[config.mk]
export PLATFORM = sky130hd
export DESIGN_NAME = sbqm_sensor_conditioner
export DESIGN_NICKNAME = d
export VERILOG_FILES = /design/src/rtl/sbqm_pkg.sv /design/src/rtl/sbqm_debounce.sv /design/src/rtl/sbqm_sensor_conditioner.sv
export SDC_FILE = /design/constraint.sdc
export NUM_CORES = 1
export LEC_CHECK = 0
export BUFFER_PORTS_ARGS = -buffer_cell sky130_fd_sc_hd__buf_2
export CAP_MARGIN = 30
export CORE_MARGIN = 1.5
export CORE_UTILIZATION = 45
export DETAILED_ROUTE_END_ITERATION = 8
export PLACE_DENSITY = 0.69
export SLEW_MARGIN = 20
export SYNTH_ARGS = -nofsm -noshare
export SYNTH_HDL_FRONTEND = slang
export SYNTH_HIERARCHICAL = 1
export SYNTH_SLANG_ARGS = --single-unit
[constraint.sdc]
create_clock -name clk -period 2.2 [get_ports clk]
set_input_delay 0.11 -clock clk [delete_from_list [all_inputs] [get_ports clk]]
set_output_delay 0.11 -clock clk [all_outputs]
set_load 0.01 [all_outputs]
[src/rtl/sbqm_pkg.sv]
// rtl/sbqm_pkg.sv - shared types and constants for the bank queue manager front end
package sbqm_pkg;

    localparam int OCC_W         = 3;
    localparam int MAX_COUNT_DEF = 7;
    localparam int TIMER_W       = 8;

    typedef enum logic [1:0] {
        IDLE     = 2'd0,
        UP_LOW   = 2'd1,
        DOWN_LOW = 2'd2,
        GAP      = 2'd3
    } sbqm_state_e;

endpackage

[src/rtl/sbqm_debounce.sv]
// rtl/sbqm_debounce.sv - photocell synchroniser, debounce counter and rising-edge strobe
module sbqm_debounce #(
    parameter int DEBOUNCE_CYCLES = 4
) (
    input  logic clk,
    input  logic rst_n,
    input  logic raw_in,
    output logic rise
);

    logic       sync1_q, sync2_q;
    logic       level_q, level_d;
    logic [3:0] cnt_q, cnt_d;
    logic       rise_q, rise_d;

    // Accept a level change only after DEBOUNCE_CYCLES consecutive differing samples;
    // the strobe marks the cycle after the debounced level goes high.
    always_comb begin
        level_d = level_q;
        cnt_d   = 4'd0;
        rise_d  = 1'b0;
        if (sync2_q != level_q) begin
            if (cnt_q == 4'(DEBOUNCE_CYCLES - 1)) begin
                level_d = ~level_q;
                rise_d  = ~level_q;
            end else begin
                cnt_d = cnt_q + 4'd1;
            end
        end
    end

    // Synchroniser and debounce state registers.
    always_ff @(posedge clk or negedge rst_n) begin
        if (!rst_n) begin
            sync1_q <= 1'b0;
            sync2_q <= 1'b0;
            level_q <= 1'b0;
            cnt_q   <= 4'd0;
            rise_q  <= 1'b0;
        end else begin
            sync1_q <= raw_in;
            sync2_q <= sync1_q;
            level_q <= level_d;
            cnt_q   <= cnt_d;
            rise_q  <= rise_d;
        end
    end

    assign rise = rise_q;

endmodule

[src/rtl/sbqm_sensor_conditioner.sv]
// rtl/sbqm_sensor_conditioner.sv - conditions entry/exit photocells into Counter up/down pulses (option: SBQM_STATS_EN)
module sbqm_sensor_conditioner
    import sbqm_pkg::*;
#(
    parameter int DEBOUNCE_CYCLES = 4,
    parameter int PULSE_CYCLES    = 2,
    parameter int GAP_CYCLES      = 2,
    parameter int MAX_COUNT       = MAX_COUNT_DEF
) (
    input  logic             clk,
    input  logic             reset,
    input  logic             front_sensor,
    input  logic             back_sensor,
    output logic             upSignal,
    output logic             downSignal,
    output logic [OCC_W-1:0] occupancy,
    output logic             full,
    output logic             empty
`ifdef SBQM_STATS_EN
    ,
    output logic [7:0]       served_total,
    output logic             dropped_event
`endif
);

    logic up_rise, down_rise;

    sbqm_debounce #(.DEBOUNCE_CYCLES(DEBOUNCE_CYCLES)) u_front_db (
        .clk    (clk),
        .rst_n  (reset),
        .raw_in (front_sensor),
        .rise   (up_rise)
    );

    sbqm_debounce #(.DEBOUNCE_CYCLES(DEBOUNCE_CYCLES)) u_back_db (
        .clk    (clk),
        .rst_n  (reset),
        .raw_in (back_sensor),
        .rise   (down_rise)
    );

    sbqm_state_e        state_q, state_d;
    logic [TIMER_W-1:0] timer_q, timer_d;
    logic [OCC_W-1:0]   occ_q, occ_d;
    logic               up_pend_q, up_pend_d;
    logic               down_pend_q, down_pend_d;
    logic               up_n_q, up_n_d;
    logic               down_n_q, down_n_d;
    logic               decide;
    logic               at_full, at_empty;
`ifdef SBQM_STATS_EN
    logic [7:0]         served_q, served_d;
    logic               dropped_q, dropped_d;
`endif

    assign at_full  = (occ_q == OCC_W'(MAX_COUNT));
    assign at_empty = (occ_q == '0);

    // Pulse sequencer: the pending-event decision is taken in IDLE and also on the
    // last GAP cycle, so back-to-back pulses are separated by exactly GAP_CYCLES.
    always_comb begin
        state_d     = state_q;
        timer_d     = timer_q;
        occ_d       = occ_q;
        up_pend_d   = up_pend_q | up_rise;
        down_pend_d = down_pend_q | down_rise;
        decide      = 1'b0;
`ifdef SBQM_STATS_EN
        served_d    = served_q;
        dropped_d   = 1'b0;
`endif
        case (state_q)
            UP_LOW, DOWN_LOW: begin
                if (timer_q == TIMER_W'(PULSE_CYCLES - 1)) begin
                    state_d = GAP;
                    timer_d = '0;
                end else begin
                    timer_d = timer_q + TIMER_W'(1);
                end
            end
            GAP: begin
                if (timer_q == TIMER_W'(GAP_CYCLES - 1)) begin
                    state_d = IDLE;
                    timer_d = '0;
                    decide  = 1'b1;
                end else begin
                    timer_d = timer_q + TIMER_W'(1);
                end
            end
            default: decide = 1'b1;
        endcase

        if (decide) begin
            if (down_pend_q) begin
                down_pend_d = 1'b0;
                if (!at_empty) begin
                    state_d = DOWN_LOW;
                    timer_d = '0;
                    occ_d   = occ_q - OCC_W'(1);
`ifdef SBQM_STATS_EN
                    served_d = served_q + 8'd1;
`endif
                end
`ifdef SBQM_STATS_EN
                else begin
                    dropped_d = 1'b1;
                end
`endif
            end else if (up_pend_q) begin
                up_pend_d = 1'b0;
                if (!at_full) begin
                    state_d = UP_LOW;
                    timer_d = '0;
                    occ_d   = occ_q + OCC_W'(1);
                end
`ifdef SBQM_STATS_EN
                else begin
                    dropped_d = 1'b1;
                end
`endif
            end
        end

        up_n_d   = (state_d != UP_LOW);
        down_n_d = (state_d != DOWN_LOW);
    end

    // Sequencer state, shadow occupancy and glitch-free registered pulse outputs.
    always_ff @(posedge clk or negedge reset) begin
        if (!reset) begin
            state_q     <= IDLE;
            timer_q     <= '0;
            occ_q       <= '0;
            up_pend_q   <= 1'b0;
            down_pend_q <= 1'b0;
            up_n_q      <= 1'b1;
            down_n_q    <= 1'b1;
        end else begin
            state_q     <= state_d;
            timer_q     <= timer_d;
            occ_q       <= occ_d;
            up_pend_q   <= up_pend_d;
            down_pend_q <= down_pend_d;
            up_n_q      <= up_n_d;
            down_n_q    <= down_n_d;
        end
    end

`ifdef SBQM_STATS_EN
    // Served-customer count and dropped-event strobe.
    always_ff @(posedge clk or negedge reset) begin
        if (!reset) begin
            served_q  <= 8'd0;
            dropped_q <= 1'b0;
        end else begin
            served_q  <= served_d;
            dropped_q <= dropped_d;
        end
    end

    assign served_total  = served_q;
    assign dropped_event = dropped_q;
`endif

    assign upSignal   = up_n_q;
    assign downSignal = down_n_q;
    assign occupancy  = occ_q;
    assign full       = at_full;
    assign empty      = at_empty;

endmodule

==> impl_metrics.csv <==
group,metric,value,unit
setup_path,regToRegSetupSlack,0.41,ns
pwr,power.static_leakage,0.000814,µW
clock_tree,cts.htree.levels,2,
detailed_routing,drt-initial-drc-count,20,
yosys,postSynthCellCount,135,
timing,final_period_minus_worst_setup_slack,1.79,ns
clock_tree,cts-root-to-sink-buffers,2,
clock_tree,clk_latency,0.33,ns
yosys,seq_area_frac_synth,0.511,
detailed_routing,via_count,1031,
layout,final.fill_count,291,
setup_path,cpLargestDelayFamily,"simple AND/OR/NAND/NOR gates",
setup_path,rr_endpoint,"state_q[0]",
setup_path,startpoint_class_of_the_critical_path,"flip-flop",
setup_path,cp_slowest_cell,"dfrtp_1",
setup_path,required,2.43,ns
clock_tree,postCtsSetupBuffers,0,
detailed_routing,wl_met3,101,µm
timing,finalHoldWorstSlack,0.354,ns
floorplanning,floorplan.die_area,0.00397,mm²
global_routing,wire_length_of_the_first_global_routing_pass,4.31,mm
yosys,synth_cell_type_count,41,
floorplanning,start_util,0.478,
setup_path,worst_r2r_startpoint,"state_q[0]",
layout,flow.area_growth_from_synthesis,12.7,%
floorplanning,num_rows,21,
place,buffer_ports.inserted,10,
setup_path,critical_path.cell_chain,"inv_1, ha_1, nor2_1, a41oi_4, or3_4, o21a_1",
worst_hold_path,holdCritPathClass,"in2async",
global_routing,grt_start_max_net_pins,34,
detailed_routing,detail-route-antenna-nets,0,
timing,final-max-slew-violation-count,0,
place,post_detail_place_hpwl,1.83,mm
floorplanning,die_height,63.0,µm
floorplanning,die-width,63.0,µm
floorplanning,core_area,0.00339,mm²
yosys,mappedNetlistNets,146,
global_routing,grt.total_usage,0.144,
detailed_routing,detail_route.wirelength,2.51,mm
timing,layout_worst_path_cycle_share,0.814,
timing,worst_slew_margin_rel,0.530,
timing,final.setup_skew,0.00560,ns
global_routing,first_global_vias,1016,
run_status,run_status,"complete, no violations",
yosys,yosys_register_bits,33,
detailed_routing,highest-signal-layer,"met4",
clock_tree,clk_pin_slew,0.09,ns
yosys,synth.top_cells.by_area,"dfrtp_1 (48%), ha_1 (4.6%), nor2_1 (3.5%)",
yosys,synth_area,0.00162,mm²
setup_path,cp_bufs_invs,1,
layout,design.final.nets,165,
timing,timing.setup.tns,0,ns
clock_tree,clock_tree.root_cell,"clkbuf_4",
floorplanning,io-pin-count,11,
yosys,synth_area_per_cell,12.0,µm²
place,place_congestion,0.746,
clock_tree,postCtsHoldBufs,3,
timing,fmax,558,MHz
yosys,netlist.top_cell.by_area,"dfrtp_1",
yosys,yosysWarnings,6,
detailed_routing,dr_wl_met2,1.16,mm
detailed_routing,detailedRoute.firstPassIterationCount,4,
setup_path,arrival,2.02,ns
setup_path,ff2ff_path_depth,6,
setup_path,crit_path_end_kind,"flip-flop",
global_routing,grt_antenna_before_repair,0,
clock_tree,post_cts_resized,0,
run,drv_cap,0,
detailed_routing,drt_met1_wl,1.18,mm
timing,setup_viol,0,
layout,drive_gt1_frac,0.221,
detailed_routing,detail_route.vias_per_cell,5.16,
yosys,synthDominantCellAreaShare,0.478,
pwr,power.density,1250,mW/mm²
clock_tree,cts_tree,"yes",
timing,worst_slew_pin_slew,0.704,ns
detailed_routing,drt_drc_violations_left,0,
setup_path,crit_type,"reg2reg",
pwr,power_total,2280,µW
global_routing,grt_overflow,0,
setup_path,critPathMaxFanout,6,
clock_tree,cts_num_sinks,33,
layout,insertedDiodeCount,0,
detailed_routing,avgRoutedWirePerCell,12.5,µm
pwr,vdd_ir_drop_max,0.589,mV
clock_tree,tritoncts.num_buffers,5,
setup_path,worst_stage_delay_on_the_critical_path,0.40,ns
timing,rsz0062_at_grt,"no",
timing,final_hold_viol_count,0,
-- worst reg2reg max path, stage by stage, from the launching register on --
cell,delay (ns)
dfrtp_1,0.40
inv_1,0.08
ha_1,0.33
nor2_1,0.26
a41oi_4,0.10
or3_4,0.39
o21a_1,0.12
-- per-layer routing --
layer | vias to the layer above | global-route usage
met4 | 0 | 0.100
met5 | - | 0
met1 | 487 | 0.172
met2 | 14 | 0.222
li1 | 523 | -
met3 | 7 | 0.0450
-- cell usage in the layout (no fill, tap or decap), drive strengths merged, types with 2 or more instances in the layout --
master,instances
dlygate4sd3,3
buf,10
dfrtp,31
o211ai,2
nor4,3
and4,2
o21ai,3
nor3,5
mux2,3
nor2b,3
nand2b,3
nand4b,2
a21oi,6
nand3,3
xnor2,6
and3b,2
nor2,15
inv,7
nand3b,3
and3,2
clkbuf,5
a31oi,3
ha,6
nor3b,2
dfstp,2
xor2,6
-- Yosys cell counts, drive strengths merged --
cell / count
mux2: 3
o32ai: 1
clkbuf: 1
nand2: 1
nor2: 15
nor4b: 1
nor2b: 3
a31oi: 3
and4: 2
and3: 2
a41oi: 1
nor3b: 2
o21ai: 3
inv: 7
nor3: 5
a41o: 1
ha: 6
o211ai: 2
fa: 1
a21o: 1
and4b: 1
or4b: 1
xnor2: 6
nand3b: 3
o32a: 1
o21a: 1
nand3: 3
nor4: 3
and3b: 2
dfrtp: 31
or3: 1
o21bai: 1
a21oi: 6
nand4b: 2
dfstp: 2
xor2: 6
nand2b: 3
o211a: 1
-- area by class of cell --
cell class / count / area [µm²] / area share
Sequential cell: 33 / 828 / 0.453
Multi-Input combinational cell: 94 / 763 / 0.418
Timing Repair Buffer: 13 / 80.1 / 0.0438
Tap cell: 46 / 57.6 / 0.0315
Clock buffer: 5 / 37.5 / 0.0205
Clock inverter: 2 / 35.0 / 0.0192
Inverter: 7 / 26.3 / 0.0144
-- registers in the layout (all words and copies together), names as in the netlist --
signal	flops
u_front_db/level_q	1
u_front_db/rise	1
downSignal	1
u_back_db/rise	1
down_pend_q	1
u_front_db/sync1_q	1
u_front_db/sync2_q	1
occupancy	3
timer_q	8
u_back_db/sync2_q	1
up_pend_q	1
u_back_db/level_q	1
state_q	2
upSignal	1
u_back_db/sync1_q	1
u_front_db/cnt_q	4
u_back_db/cnt_q	4
-- worst max path at each step --
| stage | start | endpoint | slack, ns | cells after the start |
|---|---|---|---|---|
| final | state_q[0] | state_q[0] | 0.41 | 6 |
| after global routing | state_q[0] | timer_q[4] | 0.30 | 6 |
| after CTS | state_q[0] | state_q[0] | 0.41 | 6 |
| after detailed placement | state_q[0] | downSignal | 0.43 | 6 |
| after global placement | state_q[0] | downSignal | 0.49 | 6 |
| after floorplan | state_q[0] | downSignal | 0.56 | 6 |
-- power breakdown --
part	switching, µW	internal [µW]
combinational	501	412
clock	191	231
sequential	166	778
total	858	1420
-- logic make-up (layout without fill, tap and decap cells) --
logic type               Yosys count  count (layout)  share of synthesized area
AND/OR/NAND/NOR                   50              50                      0.220
flip-flops                        33              33                      0.511
AO/OA/AOI/OAI                     22              22                      0.106
XOR/XNOR                          12              12                     0.0648
buffers and inverters              8              27                     0.0185
adder cells (fa/ha/maj)            7               7                     0.0586
multiplexers                       3               3                     0.0208
-- stage by stage --
stage	std cells	area [µm²]	util	worst slack (ns)
global route	200	1830	0.539	0.297
detailed placement	190	1730	0.509	0.430
finish	200	1830	0.539	0.409
global placement	190	1730	0.509	0.493
CTS	200	1830	0.539	0.414
floorplan	135	1620	-	0.556
Power figures use the tool's default switching activity.
